[src/rtl/fetch_decode_queue.sv]
// Fetch-to-decode instruction queue: buffers up to DEPTH {pc, inst} pairs, squashes on flush.
// Optional same-cycle fetch-to-decode forwarding when empty is enabled by defining FDQ_BYPASS_EN.
module fetch_decode_queue #(
    parameter int          DEPTH    = 4,
    parameter int          AW       = 2,
    parameter logic [31:0] NOP_WORD = 32'h0000_0000
) (
    input  logic          clk,
    input  logic          rst_n,
    input  logic          if_valid,
    input  logic [31:0]   if_pc,
    input  logic [31:0]   if_inst,
    output logic          if_ready,
    input  logic          flush,
    output logic          id_valid,
    output logic [31:0]   id_pc,
    output logic [31:0]   id_inst,
    input  logic          id_ready,
    output logic [AW:0]   count
);

    localparam logic [AW:0] FULL_CNT = (AW+1)'(DEPTH);

    logic [31:0]   mem_pc_q   [DEPTH];
    logic [31:0]   mem_inst_q [DEPTH];
    logic [AW-1:0] wr_ptr_q, wr_ptr_d;
    logic [AW-1:0] rd_ptr_q, rd_ptr_d;
    logic [AW:0]   count_q, count_d;

    logic empty, full, byp;
    logic push, pop, mem_wr, mem_rd;

    assign empty = (count_q == '0);
    assign full  = (count_q == FULL_CNT);

`ifdef FDQ_BYPASS_EN
    assign byp = empty & if_valid & ~flush;
`else
    assign byp = 1'b0;
`endif

    // Handshake: a transfer happens on a rising edge where valid and ready are both high;
    // the producer holds its offer stable until it is taken, and flush forces both readies/valids low.
    assign if_ready = ~full & ~flush;
    assign id_valid = (~empty & ~flush) | byp;

    assign push = if_valid & if_ready;
    assign pop  = id_valid & id_ready;

    // A forwarded entry that decode takes at once never touches the array.
    assign mem_wr = push & ~(byp & id_ready);
    assign mem_rd = pop & ~byp;

    always_comb begin
        id_pc   = 32'h0;
        id_inst = NOP_WORD;
        if (byp) begin
            id_pc   = if_pc;
            id_inst = if_inst;
        end else if (id_valid) begin
            id_pc   = mem_pc_q[rd_ptr_q];
            id_inst = mem_inst_q[rd_ptr_q];
        end
    end

    always_comb begin
        wr_ptr_d = wr_ptr_q;
        rd_ptr_d = rd_ptr_q;
        count_d  = count_q;
        if (flush) begin
            wr_ptr_d = '0;
            rd_ptr_d = '0;
            count_d  = '0;
        end else begin
            if (mem_wr) wr_ptr_d = wr_ptr_q + 1'b1;
            if (mem_rd) rd_ptr_d = rd_ptr_q + 1'b1;
            if (mem_wr && !mem_rd)      count_d = count_q + 1'b1;
            else if (mem_rd && !mem_wr) count_d = count_q - 1'b1;
        end
    end

    always_ff @(posedge clk or negedge rst_n) begin
        if (!rst_n) begin
            wr_ptr_q <= '0;
            rd_ptr_q <= '0;
            count_q  <= '0;
        end else begin
            wr_ptr_q <= wr_ptr_d;
            rd_ptr_q <= rd_ptr_d;
            count_q  <= count_d;
        end
    end

    // Storage is intentionally left unreset; only the pointers define what is valid.
    always_ff @(posedge clk) begin
        if (mem_wr) begin
            mem_pc_q[wr_ptr_q]   <= if_pc;
            mem_inst_q[wr_ptr_q] <= if_inst;
        end
    end

    assign count = count_q;

endmodule
[config.mk]
export PLATFORM = sky130hd
export DESIGN_NAME = fetch_decode_queue
export DESIGN_NICKNAME = d
export VERILOG_FILES = /design/src/rtl/fetch_decode_queue.sv
export SDC_FILE = /design/constraint.sdc
export NUM_CORES = 1
export LEC_CHECK = 0
export CAP_MARGIN = 20
export CORE_MARGIN = 1.5
export CORE_UTILIZATION = 40
export CTS_CLUSTER_SIZE = 24
export DETAILED_ROUTE_END_ITERATION = 10
export GPL_TIMING_DRIVEN = 0
export PLACE_DENSITY = 0.64
export RECOVER_POWER = 25
export SKIP_CTS_REPAIR_TIMING = 1
export SYNTH_ARGS = -nofsm -noshare
export SYNTH_HDL_FRONTEND = slang
export SYNTH_SLANG_ARGS = --single-unit
[constraint.sdc]
create_clock -name clk -period 5.06 [get_ports clk]
set_input_delay 0.506 -clock clk [delete_from_list [all_inputs] [get_ports clk]]
set_output_delay 0.506 -clock clk [all_outputs]
set_load 0.02 [all_outputs]
* Yosys cells after proc, flatten, opt, wreduce, memory -nomap -nowiden
Memory sizes are Yosys's and may differ from the RTL's.
Index checks and enable logic that the tools add are counted.
** Operators by class
- Shifts and indexed selects :: 0
- Divide/modulo/power cells :: 0
- Multiply operators :: 0
- Add/subtract/negate cells :: 4
- Bitwise logic cells :: 7
- Magnitude comparators :: 0
- Equal/unequal tests :: 1
- Multiplexer cells :: 11
- Reduce and logical (&&, ||, !) cells :: 8
** Operators by type and width (count)
- two-way mux 32 bit :: 2
- two-way mux 3 bit :: 3
- two-way mux 2 bit :: 4
- adder 2 x 1 -> 2 bit (second input constant) :: 2
- AND 1 bit :: 4
- nonzero test 2 bit :: 2
- adder 3 x 1 -> 3 bit (second input constant) :: 1
- equality test 3 bit (second input constant) :: 1
- zero test 3 bit :: 1
- inverter 1 bit :: 3
- nonzero test 3 bit :: 1
- subtractor 3 x 1 -> 3 bit (second input constant) :: 1
- logical AND 1 bit :: 2
- zero test 1 bit :: 2
- two-way mux 1 bit :: 2
** Storage, ports and cells
- Memories :: 2
- Logic and storage cells :: 36
- Bits in latches :: 0
- Bits in registers :: 7
- Memory bits (writable) :: 256
- ROM bits :: 0
** Memories
- mem_inst_q :: words 4, bits a word 32, read ports 1, clocked after memory_dff 0, write ports 1, RTL line 25 : logic [31:0] mem_inst_q [DEPTH];
- mem_pc_q :: words 4, bits a word 32, read ports 1, clocked after memory_dff 0, write ports 1, RTL line 24 : logic [31:0] mem_pc_q [DEPTH];

* Longest topological paths before layout
Gate-level depths: netlist of run 1.
- Depth in word-level cells :: 9
- Mapped depth :: 9
- Depth with buffers taken out :: 7

* Worst setup path before layout of run 1
OpenSTA, ideal clock, no wires.
- Kind :: register -> register
- From :: register count_q[2], in the netlist count[2]
- To :: memory mem_inst_q[0][0] (enable)
- Buffers on the path :: 1
- Required time :: 4.631 ns
- Arrival time :: 2.566 ns
- Stages on the path, launching flop included :: 5
- Slack :: 2.065 ns
- Cell sequence :: dfrtp_1 -> buf_4 -> nor3b_1 -> nor2_1 -> and2_1
** On the way
- Cells in the longest elaborated chain, start to end :: 6
** RTL lines
- from (decl) :: RTL line 28 : logic [AW:0] count_q, count_d;
- from (signal assigned) :: RTL line 90 : count_q <= count_d;
- equality test 3 bit :: RTL line 34 : assign full = (count_q == FULL_CNT);
- inverter 1 bit :: RTL line 44 : assign if_ready = ~full & ~flush;
- AND 1 bit :: RTL line 44
- AND 1 bit :: RTL line 47 : assign push = if_valid & if_ready;
- two-way mux 1 bit :: RTL line 96 : if (mem_wr) begin
- two-way mux 1 bit (implied by the code) :: RTL line 98 : mem_inst_q[wr_ptr_q] <= if_inst;
- to (decl) :: RTL line 25
No other way between the ends.

* Final worst setup path of run 1
- From :: register count_q[0], in the netlist count[0]
- To :: output id_inst[0]
** On the way
- Cells in the longest elaborated chain, start to end :: 4
** RTL lines
- zero test 3 bit :: RTL line 33 : assign empty = (count_q == '0);
- inverter 1 bit :: RTL line 45 : assign id_valid = (~empty & ~flush) | byp;
- AND 1 bit :: RTL line 45
- two-way mux 32 bit :: RTL line 60 : end else if (id_valid) begin
- to (decl) :: RTL line 17 : output logic [31:0] id_inst,
No other way between the ends.

==> results of run 1 <==
==> registers in the layout (all words and copies together), names as in the netlist <==
register / cells
count: 3
rd_ptr_q: 2
mem_inst_q: 128
wr_ptr_q: 2
mem_pc_q: 128
==> per-layer routing <==
layer | GRT usage, % | routed length, um | vias to the layer above
met4 | 5.00 | 512 | 0
met1 | 19.6 | 8220 | 2689
met2 | 26.5 | 10100 | 146
met3 | 2.34 | 922 | 45
met5 | 0 | 0 | -
li1 | - | - | 2252
==> cells by family (layout without fill, tap and decap cells) <==
kind of cell               count (synthesis)  after routing  synth area share (%)
adders and majority gates                  5              5                 0.686
buffers and inverters                     29            220                  1.58
DFF                                      263            263                  76.9
xor gates and xnor gates                   3              3                 0.257
AOI/OAI and AO/OA                         17             17                  1.25
and+or+nand+nor                           87             87                  5.07
muxes                                     65             65                  14.2
other                                      0              1                     0
==> metrics by stage <==
step                power (mW)  std cells  hold slack, ps
floorplan                 3.60        469             210
global placement          4.19        936             593
detailed placement        4.23        940             609
CTS                       6.28        990             235
global route              6.45        990             321
finish                    6.18        991             313
==> power by group <==
part | switching (mW) | total [mW] | internal, mW
sequential | 0.0418 | 2.57 | 2.53
clock | 0.788 | 2.04 | 1.25
combinational | 0.779 | 1.57 | 0.796
==> layout make-up <==
| class | instances | share of cell area [%] |
|---|---|---|
| inverter | 5 | 0.144 |
| multi-input combinational | 177 | 16.9 |
| tap | 330 | 3.17 |
| clock buffer | 36 | 5.53 |
| clock inverter | 14 | 1.50 |
| buffer | 24 | 1.10 |
| timing repair buffer | 141 | 11.2 |
| sequential | 263 | 60.4 |
| antenna | 1 | 0.0192 |
==> worst max-delay path by stage <==
stage | start | to | slack, ps | cells past startpoint
2_1_floorplan | count[2]$_DFFE_PN0P_ | mem_inst_q[0][0]$_DFFE_PP_ | 2070 | 4
3_3_place_gp | if_valid | mem_inst_q[2][21]$_DFFE_PP_ | 330 | 4
3_5_place_dp | flush | id_inst[0] | 1700 | 6
4_1_cts | count[0]$_DFFE_PN0P_ | id_inst[0] | 1540 | 6
5_1_grt | count[0]$_DFFE_PN0P_ | id_inst[6] | 1340 | 6
6_report | count[0]$_DFFE_PN0P_ | id_inst[0] | 1580 | 6
==> worst max-delay path, stage by stage, from the launching register on <==
cell and delay [ps]:
dfrtp_1 490, nor3_1 130, nor2_1 230, clkbuf_2 330, clkbuf_1 420, and2_1 220
clkdlybuf4s50_1 620
==> cells in the final DEF, fill, tap and decap left out, types with 7 or more instances in the layout <==
cell type,instances
clkbuf_16,27
and2_1,64
clkbuf_1,17
edfxtp_1,256
buf_2,8
mux4_2,64
nor2_1,8
clkdlybuf4s50_1,100
dlygate4sd3_1,37
dfrtp_1,7
==> run_results.csv, run 1 <==
group,metric,value,unit
pwr,powerDensity,475,nW/um2
setup_path,worstPathArrival,2970,ps
timing,rsz0062_at_grt,"no",
drt,avgRoutedWirePerCell,19.9,um
synthesis,synth_area_leaders,"edfxtp_1, mux4_2, and2_1, dfrtp_1, buf_6",
timing,slew_headroom,52.9,%
setup_path,critPathLaunchType,"flip-flop",
synthesis,synth_area,10200,um2
setup_path,reg2reg_from,"count[2]$_DFFE_PN0P_",
synthesis,synth_largest_area_cell,"edfxtp_1",
placement,port_buffers,137,
cells_and_area,fin_nets,713,
clock_tree,htreeDepth,1,
synthesis,post-synth-top-area-fraction,75.2,%
clock_tree,path_clk_slew,60,ps
cells_and_area,areaGrowthSynthToFinish,27.3,%
timing,finalHoldViolations,0,
clock_tree,cts_buffer_depth,3,
floorplan,num_rows,58,
synthesis,async_reset_ff_share,2.66,%
cells_and_area,final-seq-area,7860,um2
placement,gp_congestion,0.804,
placement,dpl_worst_slack,1700,ps
cells_and_area,multi_input_area,2200,um2
synthesis,synth_edf_count,256,
floorplan,start_util,40.7,%
synthesis,syn_inst,469,
cells_and_area,n_fill_cell,2065,
timing,setup-tns-final,0,ps
timing,min_period,3480,ps
global_route,grt_pass1_wl,31000,um
synthesis,seq_area_frac_synth,76.9,%
floorplan,die_w,163,um
timing,tightest_slew,707,ps
clock_tree,cts_tree,"done",
clock_tree,clock_sinks,263,
timing,fin_ws,1580,ps
global_route,grtUsageTotal,15.3,%
floorplan,dieArea,26500,um2
run_status,status,"complete, no violations",
floorplan,core,25100,um2
timing,finalClockSkew,8.77,ps
global_route,grt_max_degree,36,
setup_path,rr_endpoint,"count[2]$_DFFE_PN0P_",
global_route,grt_pass1_vias,5635,
setup_path,critPathKind,"flip-flop to output pin",
cells_and_area,final_util,51.8,%
placement,place_area,12100,um2
placement,hpwlAfterDp,12200,um
timing,setup_viol,0,
flow_run,drv_cap,0,
setup_path,reg2reg_depth,8,
clock_tree,root_buffer,"clkbuf_16",
setup_path,required,4550,ps
min_path,hold_class,"input pin to asynchronous set/reset pin",
timing,fmax,0.288,GHz
pwr,ir_drop,301,uV
synthesis,yosysWarnings,0,
setup_path,worst_setup_path_end_kind,"output pin",
synthesis,synthFlopType,"edfxtp_1",
timing,maxSlewViolCount,0,
drt,ant_nets,0,
pwr,p_leak,4.19,nW
clock_tree,worstSkewPairLatency,530,ps
synthesis,ys_seq_elements,263,
setup_path,r2r_slack,2220,ps
synthesis,avgSynthCellArea,21.8,um2
setup_path,critPathMaxFanout,10,
clock_tree,cts_buffers,27,
drt,dr.pass1.iters,4,
global_route,grt_antenna_before_repair,0,
synthesis,syn_nets,543,
drt,drt-vias-per-instance,5.18,
cells_and_area,drive_above_1_share,19.5,%
global_route,grt.overflow.total,0,
cells_and_area,fin_area,13000,um2
synthesis,synth_commonest_cells,"edfxtp_1, and2_1, mux4_2, clkbuf_1",
floorplan,io_pins,138,
synthesis,synth_cell_type_count,33,
drt,dr_total_vias,5132,
synthesis,yosysMostFrequentCell,"edfxtp_1",
drt,wl,19700,um
floorplan,dieHeight,163,um
drt,drt_iter0_drc,242,
timing,final.period_utilization,68.7,%
drt,drc,0,
Note: power is estimated with default switching activity, not from simulation.
==> run 2: changes to the inputs <==
- PLACE_DENSITY: 0.64 -> 0.67
- clock period: 5.06 -> 3 ns (I/O delays scaled with it)
==> run_results.csv, run 2 (synthesis results as in run 1) <==
group,metric,value,unit
timing,finalHoldViolations,0,
timing,slew_headroom,54.5,%
run_status,status,"complete, no violations",
timing,fmax,0.344,GHz
clock_tree,worstSkewPairLatency,530,ps
floorplan,io_pins,138,
clock_tree,cts_buffer_depth,3,
clock_tree,clock_sinks,263,
pwr,powerDensity,768,nW/um2
placement,place_area,12100,um2
setup_path,critPathLaunchType,"flip-flop",
cells_and_area,final_util,51.3,%
global_route,grt_max_degree,34,
floorplan,die_w,163,um
placement,port_buffers,137,
clock_tree,path_clk_slew,60,ps
pwr,power_frac_seq,44.0,%
min_path,hold_class,"input pin to asynchronous set/reset pin",
cells_and_area,drive_above_1_share,19.4,%
clock_tree,cts_tree,"done",
floorplan,num_rows,58,
clock_tree,cts_buffers,26,
drt,drt_iter0_drc,266,
global_route,grt_pass1_wl,30700,um
flow_run,drv_cap,0,
pwr,switching_share,27.0,%
setup_path,rr_endpoint,"count[2]$_DFFE_PN0P_",
global_route,grtUsageTotal,15.3,%
setup_path,worst_setup_path_end_kind,"output pin",
pwr,clockPowerShare,28.9,%
timing,maxSlewViolCount,0,
floorplan,start_util,40.7,%
cells_and_area,fin_area,12900,um2
timing,fin_ws,89.5,ps
pwr,p_switching,2.67,mW
placement,hpwlAfterDp,12300,um
setup_path,path_cells,"buf_8, buf_6, mux4_2, and2_1, clkdlybuf4s50_1",
setup_path,required,2700,ps
pwr,p_int,7.22,mW
drt,drc,0,
drt,dr_total_vias,5001,
timing,setup_viol,0,
placement,dpl_worst_slack,97.2,ps
clock_tree,htreeDepth,1,
drt,avgRoutedWirePerCell,20.2,um
pwr,p_leak,4.13,nW
drt,ant_nets,0,
cells_and_area,layout_commonest_cell,"edfxtp_1",
setup_path,reg2reg_from,"count[2]$_DFFE_PN0P_",
setup_path,slowest_delay,540,ps
setup_path,reg2reg_depth,8,
drt,drt-vias-per-instance,5.08,
placement,gp_congestion,0.767,
floorplan,dieArea,26500,um2
pwr,p_comb_share,27.2,%
timing,finalClockSkew,11.9,ps
timing,min_period,2910,ps
setup_path,r2r_slack,280,ps
clock_tree,root_buffer,"clkbuf_16",
timing,rsz0062_at_grt,"yes",
timing,tightest_slew,683,ps
drt,dr.pass1.iters,5,
floorplan,core,25100,um2
setup_path,critPathMaxFanout,10,
cells_and_area,final_cell_mix,"edfxtp_1, clkdlybuf4s50_1, mux4_2, and2_1, dlygate4sd3_1",
floorplan,dieHeight,163,um
cells_and_area,insertedDiodeCount,0,
cells_and_area,areaGrowthSynthToFinish,26.0,%
timing,holdWs,111,ps
setup_path,critPathKind,"flip-flop to output pin",
setup_path,worstPathArrival,2610,ps
cells_and_area,fin_nets,712,
global_route,grt_pass1_vias,5489,
pwr,ir_drop,404,uV
timing,final.period_utilization,97.0,%
drt,wl,19900,um
global_route,grt_antenna_before_repair,1,
global_route,grt.overflow.total,0,
setup_path,critPathSlowestCell,"clkdlybuf4s50_1",
==> run 2: changes by cell type in the layout (fill, tap and decap cells not counted), sizes merged <==
cell / delta
dlymetal6s2s: +1
buf: -2
clkinv: +6
bufinv: -5
clkdlybuf4s50: -3
diode: -1
clkbuf: -3
dlygate4sd3: +2
inv: -1
==> run 2: metrics by stage <==
stage | TNS [ps] | power [mW] | cells
floorplan | 0 | 6.07 | 469
global placement | -389850 | 7.07 | 936
detailed placement | 0 | 7.13 | 940
CTS | -9980 | 9.99 | 985
global route | -8.61 | 10.3 | 985
finish | 0 | 9.88 | 985
==> run 2: worst max path at each step <==
| stage | from | to | slack [ps] | cells past startpoint |
|---|---|---|---|---|
| 3_3_place_gp | if_valid | mem_inst_q[1][21]$_DFFE_PP_ | -1530 | 4 |
| 6_report | rd_ptr_q[0]$_DFFE_PN0P_ | id_inst[28] | 90 | 5 |
| 3_5_place_dp | flush | count[2]$_DFFE_PN0P_ | 100 | 8 |
| 4_1_cts | count[1]$_DFFE_PN0P_ | id_inst[3] | -280 | 6 |
| 5_1_grt | rd_ptr_q[0]$_DFFE_PN0P_ | id_pc[16] | -4 | 4 |
| 2_1_floorplan | count[2]$_DFFE_PN0P_ | mem_inst_q[1][0]$_DFFE_PP_ | 5 | 4 |
==> run 2: routing by layer <==
metal	track usage (%)	up-vias	share of wire [%]
met3	3.51	31	5.7
li1	-	2239	-
met1	19.5	2598	41
met5	0	-	0
met2	26.7	133	51
met4	3.50	0	1.6
==> run 2: power by group through the flow <==
stage                     registers [mW]  clock network [mW]  logic [mW]
after global routing                4.36                3.08        2.89
after floorplan                     4.43                   0        1.65
after detailed placement            4.42                   0        2.71
after global placement              4.43                   0        2.64
final                               4.35                2.85        2.68
after CTS                           4.34                2.93        2.72
==> run 2: layout make-up <==
type	count	area [um2]
buffer	24	175
clock buffer	31	669
clock inverter	14	67.6
fill	2040	12200
inverter	5	18.8
multi-input combinational	177	2210
sequential	263	7870
tap	330	413
timing repair buffer	141	1450
==> run 2: critical path, delay by kind of cell (launching register included) <==
kind,cells,cell delay [ps]
buffers and inverters,3,960
muxes,1,520
DFF,1,410
and+or+nand+nor,1,180
==> run 3: changes to the inputs <==
- CAP_MARGIN: 20 -> default
- CORE_ASPECT_RATIO: default -> 1.75
==> run_results.csv, run 3 (synthesis results as in run 1) <==
group,metric,value,unit
setup_path,worst_setup_path_end_kind,"output pin",
timing,tightest_slew,623,ps
drt,drt_iter0_drc,269,
cells_and_area,n_fill_cell,1976,
global_route,grt_pass1_vias,5537,
setup_path,critPathKind,"flip-flop to output pin",
timing,final.period_utilization,96.4,%
floorplan,core,25100,um2
placement,dp.cells,926,
placement,port_buffers,137,
timing,maxSlewViolCount,0,
pwr,p_leak,4.21,nW
global_route,grt.overflow.total,0,
clock_tree,cts_tree,"done",
setup_path,critPathLaunchType,"flip-flop",
cells_and_area,layout_commonest_cell,"edfxtp_1",
drt,drt-vias-per-instance,5.15,
setup_path,worstPathArrival,2590,ps
setup_path,critPathSlowestCell,"clkdlybuf4s50_1",
run_status,status,"complete, no violations",
drt,wl_met2,11500,um
timing,finalClockSkew,9.24,ps
floorplan,num_rows,77,
min_path,hold_class,"input pin to asynchronous set/reset pin",
global_route,grtUsageTotal,15.8,%
setup_path,slowest_delay,540,ps
drt,drc,0,
cells_and_area,areaGrowthSynthToFinish,26.7,%
floorplan,die_w,124,um
floorplan,io_pins,138,
cells_and_area,fin_nets,709,
global_route,grt_antenna_before_repair,1,
timing,finalHoldViolations,0,
setup_path,required,2700,ps
setup_path,path_cells,"buf_8, buf_6, mux4_2, and2_1, clkdlybuf4s50_1",
global_route,grt_max_degree,47,
drt,wl,20300,um
floorplan,start_util,40.6,%
clock_tree,cts_buffers,23,
clock_tree,path_clk_slew,70,ps
pwr,ir_drop,515,uV
cells_and_area,final_cell_mix,"edfxtp_1, clkdlybuf4s50_1, mux4_2, and2_1, dlygate4sd3_1",
cells_and_area,final_util,51.5,%
timing,rsz0062_at_grt,"no",
cells_and_area,layoutNonFillerInstCount,969,
clock_tree,clock_sinks,263,
floorplan,dieArea,26600,um2
placement,hpwlAfterDp,12800,um
cells_and_area,drive_above_1_share,20.1,%
flow_run,drv_cap,0,
drt,wl_met3,754,um
drt,dr_total_vias,4990,
timing,setup_viol,0,
setup_path,critPathMaxFanout,10,
drt,avgRoutedWirePerCell,21.0,um
pwr,powerDensity,784,nW/um2
drt,dr.pass1.iters,4,
drt,highest_layer,"met4",
clock_tree,htreeDepth,1,
clock_tree,worstSkewPairLatency,510,ps
global_route,grt_pass1_wl,31400,um
drt,met1Wirelength,7590,um
placement,gp_congestion,0.826,
floorplan,dieHeight,214,um
timing,fmax,0.346,GHz
clock_tree,cts_buffer_depth,3,
timing,slew_headroom,58.5,%
timing,min_period,2890,ps
clock_tree,root_buffer,"clkbuf_16",
drt,ant_nets,0,
==> run 3: cell types whose count changed in the layout (fill, tap and decap cells not counted), sizes merged <==
cell           previous run  this run
dlymetal6s2s              1         4
inv                       5         6
diode                     0         1
dlygate4sd3              39        40
clkinv                   14         4
clkbuf                   43        48
buf                      16        12
clkdlybuf4s50            97        93
bufinv                    0         5
==> run 3: critical path, delay by kind of cell (launching register included) <==
kind,cells,cell delay [ps]
multiplexers,1,510
flip-flops,1,430
buffers and inverters,3,950
AND/OR/NAND/NOR,1,180
==> run 3: metrics by stage <==
step                hold slack (ps)  power [mW]  TNS, ps  worst slack (ps)  area (um2)
floorplan                      4.41        6.07        0              5.08       10200
global placement                584        7.07  -365000             -1440       12000
detailed placement              608        7.15        0              43.0       12100
CTS                            54.2        10.3    -8830              -280       12900
global route                    156        10.6        0              2.73       12900
finish                          134        10.1        0               108       12900
==> run 3: worst paths after layout <==
check,start,slack [ps],depth (start not counted),end
worst max-delay path,rd_ptr_q[0]$_DFFE_PN0P_,110,5,id_inst[2]
worst min-delay path,rst_n,130,1,count[2]$_DFFE_PN0P_
worst max register to register,count[2]$_DFFE_PN0P_,180,8,count[2]$_DFFE_PN0P_
worst min register to register,wr_ptr_q[0]$_DFFE_PN0P_,620,2,wr_ptr_q[0]$_DFFE_PN0P_
max in group asynchronous,rst_n,2570,1,count[0]$_DFFE_PN0P_
min in group clk,if_inst[24],420,1,mem_inst_q[1][24]$_DFFE_PP_
==> run 3: final cells by class <==
type	instances	area, um2	area share, %
flip-flops and latches	263	7870	60.8
multi-input cells	177	2210	17.1
plain buffers	24	180	1.39
repair buffers	141	1480	11.5
well taps	316	395	3.05
diodes	1	2.50	0.0193
clock inverters	10	178	1.37
inverters	5	18.8	0.145
clock buffers	32	609	4.71
==> run 3: power breakdown <==
group | internal, mW | switching (mW)
logic | 1.38 | 1.32
registers | 4.27 | 0.0810
clock network | 1.86 | 1.24
==> run 3: routing by layer <==
layer	up-vias	GRT usage (%)
met5	-	0
met4	0	5.40
met3	30	1.86
met2	129	29.4
met1	2603	18.5
li1	2228	-
